## src/rtl/axc_mult_err_monitor.sv

```systemverilog
// On-chip error characterisation of a constant-multiplier stream: recomputes inp*COEFF
// for each accepted pair and accumulates count, mismatches, saturating |err| sum and max |err|.
module axc_mult_err_monitor #(
  parameter int BIT_WIDTH = 5,
  parameter int OUT_WIDTH = BIT_WIDTH + 8,
  parameter int COEFF     = 100,
  parameter int CNT_WIDTH = 17,
  parameter int ACC_WIDTH = 32
) (
  input  logic                 clk,
  input  logic                 rst_n,
  input  logic                 start,
  input  logic [CNT_WIDTH-1:0] num_samples,
  input  logic                 in_valid,
  output logic                 in_ready,
  input  logic [BIT_WIDTH-1:0] inp,
  input  logic [OUT_WIDTH-1:0] out,
  output logic                 busy,
  output logic                 done,
  output logic [CNT_WIDTH-1:0] sample_cnt,
  output logic [CNT_WIDTH-1:0] mismatch_cnt,
  output logic [ACC_WIDTH-1:0] sum_abs_err,
  output logic [OUT_WIDTH:0]   max_abs_err,
  output logic                 acc_sat
);

  localparam logic [1:0] S_IDLE = 2'd0;
  localparam logic [1:0] S_RUN  = 2'd1;
  localparam logic [1:0] S_DONE = 2'd2;

  localparam int EW   = OUT_WIDTH + 1;
  localparam int SUMW = ((ACC_WIDTH > EW) ? ACC_WIDTH : EW) + 1;
  localparam logic signed [EW-1:0] L_COEFF   = EW'(COEFF);
  localparam logic [SUMW-1:0]      L_ACC_MAX = {{(SUMW-ACC_WIDTH){1'b0}}, {ACC_WIDTH{1'b1}}};

  logic [1:0]           r_state;
  logic [CNT_WIDTH-1:0] r_num;
  logic [CNT_WIDTH-1:0] r_accepted;
  logic                 r_v1;
  logic [EW-1:0]        r_abs1;
  logic                 r_mis1;

  logic signed [EW-1:0] w_inp_x, w_out_x, w_exact, w_err;
  logic [EW-1:0]        w_abs;
  logic [SUMW-1:0]      w_sum_ext;
  logic                 w_xfer;

  assign in_ready = (r_state == S_RUN) && (r_accepted < r_num);
  assign busy     = (r_state == S_RUN);
  assign done     = (r_state == S_DONE);
  assign w_xfer   = in_valid && in_ready;

  assign w_inp_x   = {{(EW-BIT_WIDTH){inp[BIT_WIDTH-1]}}, inp};
  assign w_out_x   = {out[OUT_WIDTH-1], out};
  assign w_exact   = w_inp_x * L_COEFF;
  assign w_err     = w_out_x - w_exact;
  assign w_abs     = w_err[EW-1] ? EW'(-w_err) : EW'(w_err);
  // Wide enough that a single add can never wrap before the saturation compare.
  assign w_sum_ext = SUMW'(sum_abs_err) + SUMW'(r_abs1);

  always_ff @(posedge clk or negedge rst_n) begin
    if (!rst_n) begin
      r_state      <= S_IDLE;
      r_num        <= '0;
      r_accepted   <= '0;
      r_v1         <= 1'b0;
      r_abs1       <= '0;
      r_mis1       <= 1'b0;
      sample_cnt   <= '0;
      mismatch_cnt <= '0;
      sum_abs_err  <= '0;
      max_abs_err  <= '0;
      acc_sat      <= 1'b0;
    end else begin
      r_v1 <= w_xfer;
      if (w_xfer) begin
        r_abs1     <= w_abs;
        r_mis1     <= |w_abs;
        r_accepted <= r_accepted + 1'b1;
      end
      if (r_v1) begin
        sample_cnt   <= sample_cnt + 1'b1;
        mismatch_cnt <= mismatch_cnt + CNT_WIDTH'(r_mis1);
        if (r_abs1 > max_abs_err) max_abs_err <= r_abs1;
        if (w_sum_ext > L_ACC_MAX) begin
          sum_abs_err <= '1;
          acc_sat     <= 1'b1;
        end else begin
          sum_abs_err <= w_sum_ext[ACC_WIDTH-1:0];
        end
      end
      // Last sample's stage 2 lands on the same edge as RUN->DONE, so no extra drain cycle.
      case (r_state)
        S_IDLE, S_DONE: if (start) begin
          r_state      <= S_RUN;
          r_num        <= num_samples;
          r_accepted   <= '0;
          sample_cnt   <= '0;
          mismatch_cnt <= '0;
          sum_abs_err  <= '0;
          max_abs_err  <= '0;
          acc_sat      <= 1'b0;
        end
        S_RUN: if (r_accepted == r_num) r_state <= S_DONE;
        default: r_state <= S_IDLE;
      endcase
    end
  end

endmodule

```

## config.mk

```make
export PLATFORM = sky130hd
export DESIGN_NAME = axc_mult_err_monitor
export DESIGN_NICKNAME = d
export VERILOG_FILES = /design/src/rtl/axc_mult_err_monitor.sv
export SDC_FILE = /design/constraint.sdc
export NUM_CORES = 1
export LEC_CHECK = 0
export ABC_AREA = 0
export CAP_MARGIN = 20
export CORE_AREA = 2 2 188 190
export CTS_BUF_LIST = sky130_fd_sc_hd__clkbuf_8
export CTS_CLUSTER_SIZE = 14
export DETAILED_ROUTE_END_ITERATION = 8
export DIE_AREA = 0 0 190 192
export SLEW_MARGIN = 25
export SYNTH_ARGS = -nofsm -noshare
export SYNTH_HDL_FRONTEND = slang
export SYNTH_SLANG_ARGS = --single-unit
```

## constraint.sdc

```tcl
create_clock -name clk -period 2.5 [get_ports clk]
set_input_delay 0.25 -clock clk [delete_from_list [all_inputs] [get_ports clk]]
set_output_delay 0.25 -clock clk [all_outputs]
set_load 0.02 [all_outputs]
```

# Yosys cells after proc, flatten, opt, wreduce, memory -nomap -nowiden
# Cells that the tools add are included.
dict set report classes {
  n_addsub 6
  multipliers 1
  order_cmp 3
  n_eq_ne 5
  muxes 25
  n_reduce_logical 7
}
# cell n
set ops {}
lappend ops {{2-to-1 mux 17 bit} 9}
lappend ops {{2-to-1 mux 32 bit} 4}
lappend ops {{2-to-1 mux 14 bit} 5}
lappend ops {{adder 17 x 1 -> 17 bit (second input constant)} 2}
lappend ops {{adder 32 x 14 -> 33 bit} 1}
lappend ops {{greater-than comparator 33 x 32 -> 1 bit (second input constant)} 1}
lappend ops {{adder 17 x 1 -> 17 bit} 1}
lappend ops {{== test 17 bit} 1}
lappend ops {{< comparator 17 bit} 1}
lappend ops {{greater-than comparator 14 bit} 1}
lappend ops {{negator 14 bit} 1}
lappend ops {{OR reduction 14 bit} 1}
lappend ops {{subtractor 13 x 13 -> 14 bit} 1}
lappend ops {{multiplier 5 x 6 -> 11 bit (second input constant)} 1}
lappend ops {{2-to-1 mux 1 bit} 4}
lappend ops {{2-to-1 mux 2 bit} 2}
lappend ops {{case mux 2 bit (2 select lines)} 1}
lappend ops {{AND reduction 2 bit} 2}
lappend ops {{== test 2 x 1 -> 1 bit (second input constant)} 1}
lappend ops {{== test 2 bit (second input constant)} 1}
lappend ops {{logical AND 1 bit} 2}
lappend ops {{logical NOT 2 bit} 1}
lappend ops {{inequality test 2 x 1 -> 1 bit (second input constant)} 1}
lappend ops {{inequality test 2 bit (second input constant)} 1}
lappend ops {{OR reduction 2 bit} 1}
dict set report word_totals {
  reg_bits 133
  out_inout_bits 84
}

# Logic depth before layout (Yosys ltp)
dict set report depth {
  ltp_word 6
  mapped_depth 21
}

# Worst setup path after synthesis
# No wires, ideal clock.
dict set report synth_path {
  path_kind {input -> register}
  startpoint {input port inp[2]}
  endpoint {register r_mis1}
  setup_time_ps 126
  t_arrival_ps 4244
  slack_ps -1870
  path_stages 19
  n_path_buf 1
  path_cell_list {inv_1 > fa_1 > inv_1 > ha_1 > ha_1 > ha_1 > a21o_1 > a21oi_1 > nor2_1 > or3_1 > ha_1 > nor2b_1 > and4b_1 > a21oi_1 > clkbuf_1 > o41ai_1 > xor2_1 > a41oi_1 > a311o_1}
}
dict set report synth_via {
  elab_chain_len 5
}
# item line_no
set synth_rtl {}
lappend synth_rtl {{from (decl)} 16} ;# input logic [BIT_WIDTH-1:0] inp,
lappend synth_rtl {{multiplier 5 x 6 -> 11 bit (*)} 55} ;# assign w_exact = w_inp_x * L_COEFF;
lappend synth_rtl {{subtractor 13 x 13 -> 14 bit (*)} 56} ;# assign w_err = w_out_x - w_exact;
lappend synth_rtl {{negator 14 bit} 57} ;# assign w_abs = w_err[EW-1] ? EW'(-w_err) : EW'(w_err);
lappend synth_rtl {{2-to-1 mux 14 bit (*)} 57}
lappend synth_rtl {{OR reduction 14 bit (*)} 78} ;# r_mis1 <= |w_abs;
lappend synth_rtl {{to (signal assigned)} 78}
lappend synth_rtl {{to (decl)} 41} ;# logic r_mis1;
# Mark *: on every way between the ends. The rest lies on a longest branch, timed or not.
# A chain may end at the register's enable or synchronous reset.

# Worst setup path after layout
dict set report layout_path {
  startpoint {input port inp[3]}
  endpoint {register r_mis1}
}
# Same word-level chain as after synthesis.

==> flow_summary.yaml <==
global_route:
  grt.busiest_layer: "met2"
  grt_pass1_vias: 7479
  grt_antenna_before_repair: 0
  gr-usage-met1_pct: 16.3
  grt_pass1_wl_um: 37600
  met3_usage_pct: 3.25
  track_usage_pct: 12.8
  grt_max_degree: 120
  grtUsageMet2_pct: 21.6
  overflow: 0
pwr:
  clockPowerShare_pct: 14.8
  vdd_drop_max_uv: 409
  p_seq_share_pct: 26.2
  power.switching_mw: 5.57
  powerDensity_nw_per_um2: 1050
  swShare_pct: 41.6
  power_frac_comb_pct: 59.0
  internal-power_mw: 7.82
  leakage_nw: 5.64
cts:
  numClockSinks: 133
  cts-htree-levels: 4
  cts_buffers: 17
  clk_pin_slew_ns: 0.09
  cts.path.max_buffers: 2
  cts_tree: "done"
  clockRootBuffer: "clkbuf_8"
  clkLatencyLatePin_ns: 0.46
critical_path:
  cp.required_ns: 2.84
  crit_type: "in -> reg"
  crit_path_end_kind: "flop"
  crit_fanout: 4
  start_kind: "primary input"
  crit_arrival_ns: 4.33
floorplan:
  fp-row-count: 68
  io_pins: 123
  die_w_um: 190
  dieArea_um2: 36500
  initial_core_util_pct: 24.9
  die_y_um: 192
  core_um2: 34300
detailed_routing:
  wire_per_inst_um: 14.2
  routed_wirelength_um: 23600
  ant_nets: 0
  via_per_inst: 4.60
  dr.pass1.iters: 5
  drt-initial-drc-count: 275
  vias: 7636
  drc: 0
sta:
  fin_crit_sh_pct: 160
  period_minus_slack_ns: 3.99
  slew_viol_final: 0
  setup_viol: 29
  finClkSkew_ns: 0.0172
  fmax_ghz: 0.250
  setup_ws_ns: -1.49
  hold_viol: 0
  rsz0062_at_grt: "true"
  relSlewSlack_pct: 51.0
  tightest_slew_ns: 0.735
finish:
  final_area_um2: 12700
  antenna_cells: 0
  syn2layout_area_growth_pct: 48.8
  multi_input_area_um2: 5460
  final_core_util_pct: 37.1
  drive_above_1_share_pct: 27.6
  fin_nets: 1313
  regArea_um2: 3330
  nFillCells: 3421
yosys:
  netlist.top_cell.by_area: "dfrtp_1"
  synth_seq_cells: 133
  async_flop_share_pct: 100
  synth_top_area_share_pct: 38.9
  syn_nets: 1048
  netlist_top_cells_area: "dfrtp_1, ha_1, xor2_1, nor2_1, inv_1"
  ys_seq_area_share_pct: 38.9
  synthFlopType: "dfrtp_1"
  synth.avg_cell_area_um2: 9.22
  yosysMostFrequentCell: "dfrtp_1"
  netlist_instances: 928
  synth_edf_count: 0
  synthTopCellsByCount: "dfrtp_1, nor2_1, ha_1, inv_1, nand2_1"
  syn_area_um2: 8550
  yosysUniqueCellTypes: 71
  yosys_warnings: 0
placement:
  gp_congestion: 0.838
  dp.final_hpwl_um: 17100
  pre_cts_slack_ns: -2.45
  portBuffers: 122
  placed_cell_area_um2: 11400
run:
  cap_viol_max_count: 0
status:
  status: "finished, violations left"
  violations: "negative setup slack"
worst_hold_path:
  hold_path_class: "in -> reg"
==> cell usage in the layout, fill, tap and decap left out, types with 12 or more instances in the layout <==
cell type        Yosys  layout
and3_1              19      18
nand2_1             62      60
buf_6                0      23
xnor2_1             24      23
inv_1               75      64
buf_4                0     131
xor2_1              52      51
nor2_1             103      96
a21oi_2              2      21
a21oi_1             49      28
dfrtp_1            133     131
nand3_1             29      26
o21ai_0             52      44
ha_1                75      64
a31oi_1             19      14
nand4_1             17      17
a21o_1              14      12
clkdlybuf4s50_1      0     115
clkbuf_8             0      18
mux2i_1             20      20
==> worst paths after layout <==
check / start / endpoint / slack, ns / depth (start not counted)
min in group asynchronous: rst_n / sum_abs_err[31] / 0.39 / 2
hold / removal: num_samples[4] / r_num[4] / 0.35 / 3
setup / recovery: inp[3] / r_mis1 / -1.49 / 22
max in group asynchronous: rst_n / r_num[14] / 1.27 / 3
setup reg to reg: r_num[8] / r_mis1 / -0.19 / 13
hold reg to reg: r_num[0] / r_num[0] / 0.50 / 2
==> metal layers <==
layer / wire [um] / share of wire, %
met1: 10800 / 46
met2: 11200 / 47
met3: 1250 / 5.3
met4: 360 / 1.5
met5: 0 / 0
==> worst max-delay path, stage by stage <==
cell	delay [ns]
buf_8	0.08
inv_4	0.03
fa_1	0.48
inv_2	0.08
ha_4	0.13
inv_2	0.03
fa_1	0.49
inv_2	0.05
ha_4	0.25
a21oi_4	0.15
nor2_1	0.06
or3_4	0.37
ha_4	0.26
nor2b_4	0.10
and4b_2	0.25
a21o_4	0.21
buf_6	0.11
buf_6	0.12
a21oi_2	0.11
xor2_1	0.24
a41oi_2	0.15
a311o_1	0.33
==> power by group through the flow <==
stage	logic, mW	clock network [mW]	registers, mW
4_1_cts	7.41	2.05	3.50
2_1_floorplan	3.64	0	3.98
6_report	7.90	1.98	3.50
3_3_place_gp	6.88	0	3.51
3_5_place_dp	7.00	0	3.53
5_1_grt	8.68	2.13	3.61
==> what timing repair did <==
item                       in CTS  in global routing
setup endpoints to repair      61                 68
hold buffers                    1                  0
pin swaps                      65                 48
buffers inserted               18                 16
gates resized for setup        83                 79
cloned                          1                  1
hold endpoints to repair       71                  0
==> sequential cells by signal, summed over array words and instances, names as in the netlist <==
signal,flops
max_abs_err,14
r_abs1,14
r_accepted,17
r_mis1,1
r_num,17
mismatch_cnt,17
sum_abs_err,32
sample_cnt,17
acc_sat,1
r_v1,1
r_state,2
==> cell type report <==
| class | instances | share of cell area [%] |
|---|---|---|
| Multi-Input combinational cell | 683 | 42.9 |
| Sequential cell | 133 | 26.2 |
| Timing Repair Buffer | 283 | 20.7 |
| Inverter | 75 | 2.37 |
| Tap cell | 455 | 4.47 |
| Clock buffer | 18 | 1.95 |
| Clock inverter | 13 | 1.36 |
==> per-stage QoR <==
step	hold WS [ns]	instances	setup TNS (ns)	total power, mW
detailed placement	0.340	1599	-34.40	10.5
global route	0.338	1660	-24.85	14.4
floorplan	-0.0456	928	-17.31	7.61
global placement	0.337	1599	-33.99	10.4
CTS	0.313	1650	-18.29	13.0
finish	0.346	1660	-17.64	13.4
==> cell families (layout without fill, tap and decap cells) <==
group	count (synthesis)	count (layout)	share of synthesized area (%)
flops	133	133	38.9
fa+ha+maj	81	81	12.4
mux	22	22	2.60
xor+xnor	79	79	8.35
simple gates	310	310	18.3
compound gates	191	191	14.4
buf+inv	112	389	5.03
Note: power is estimated with default switching activity, not from simulation.
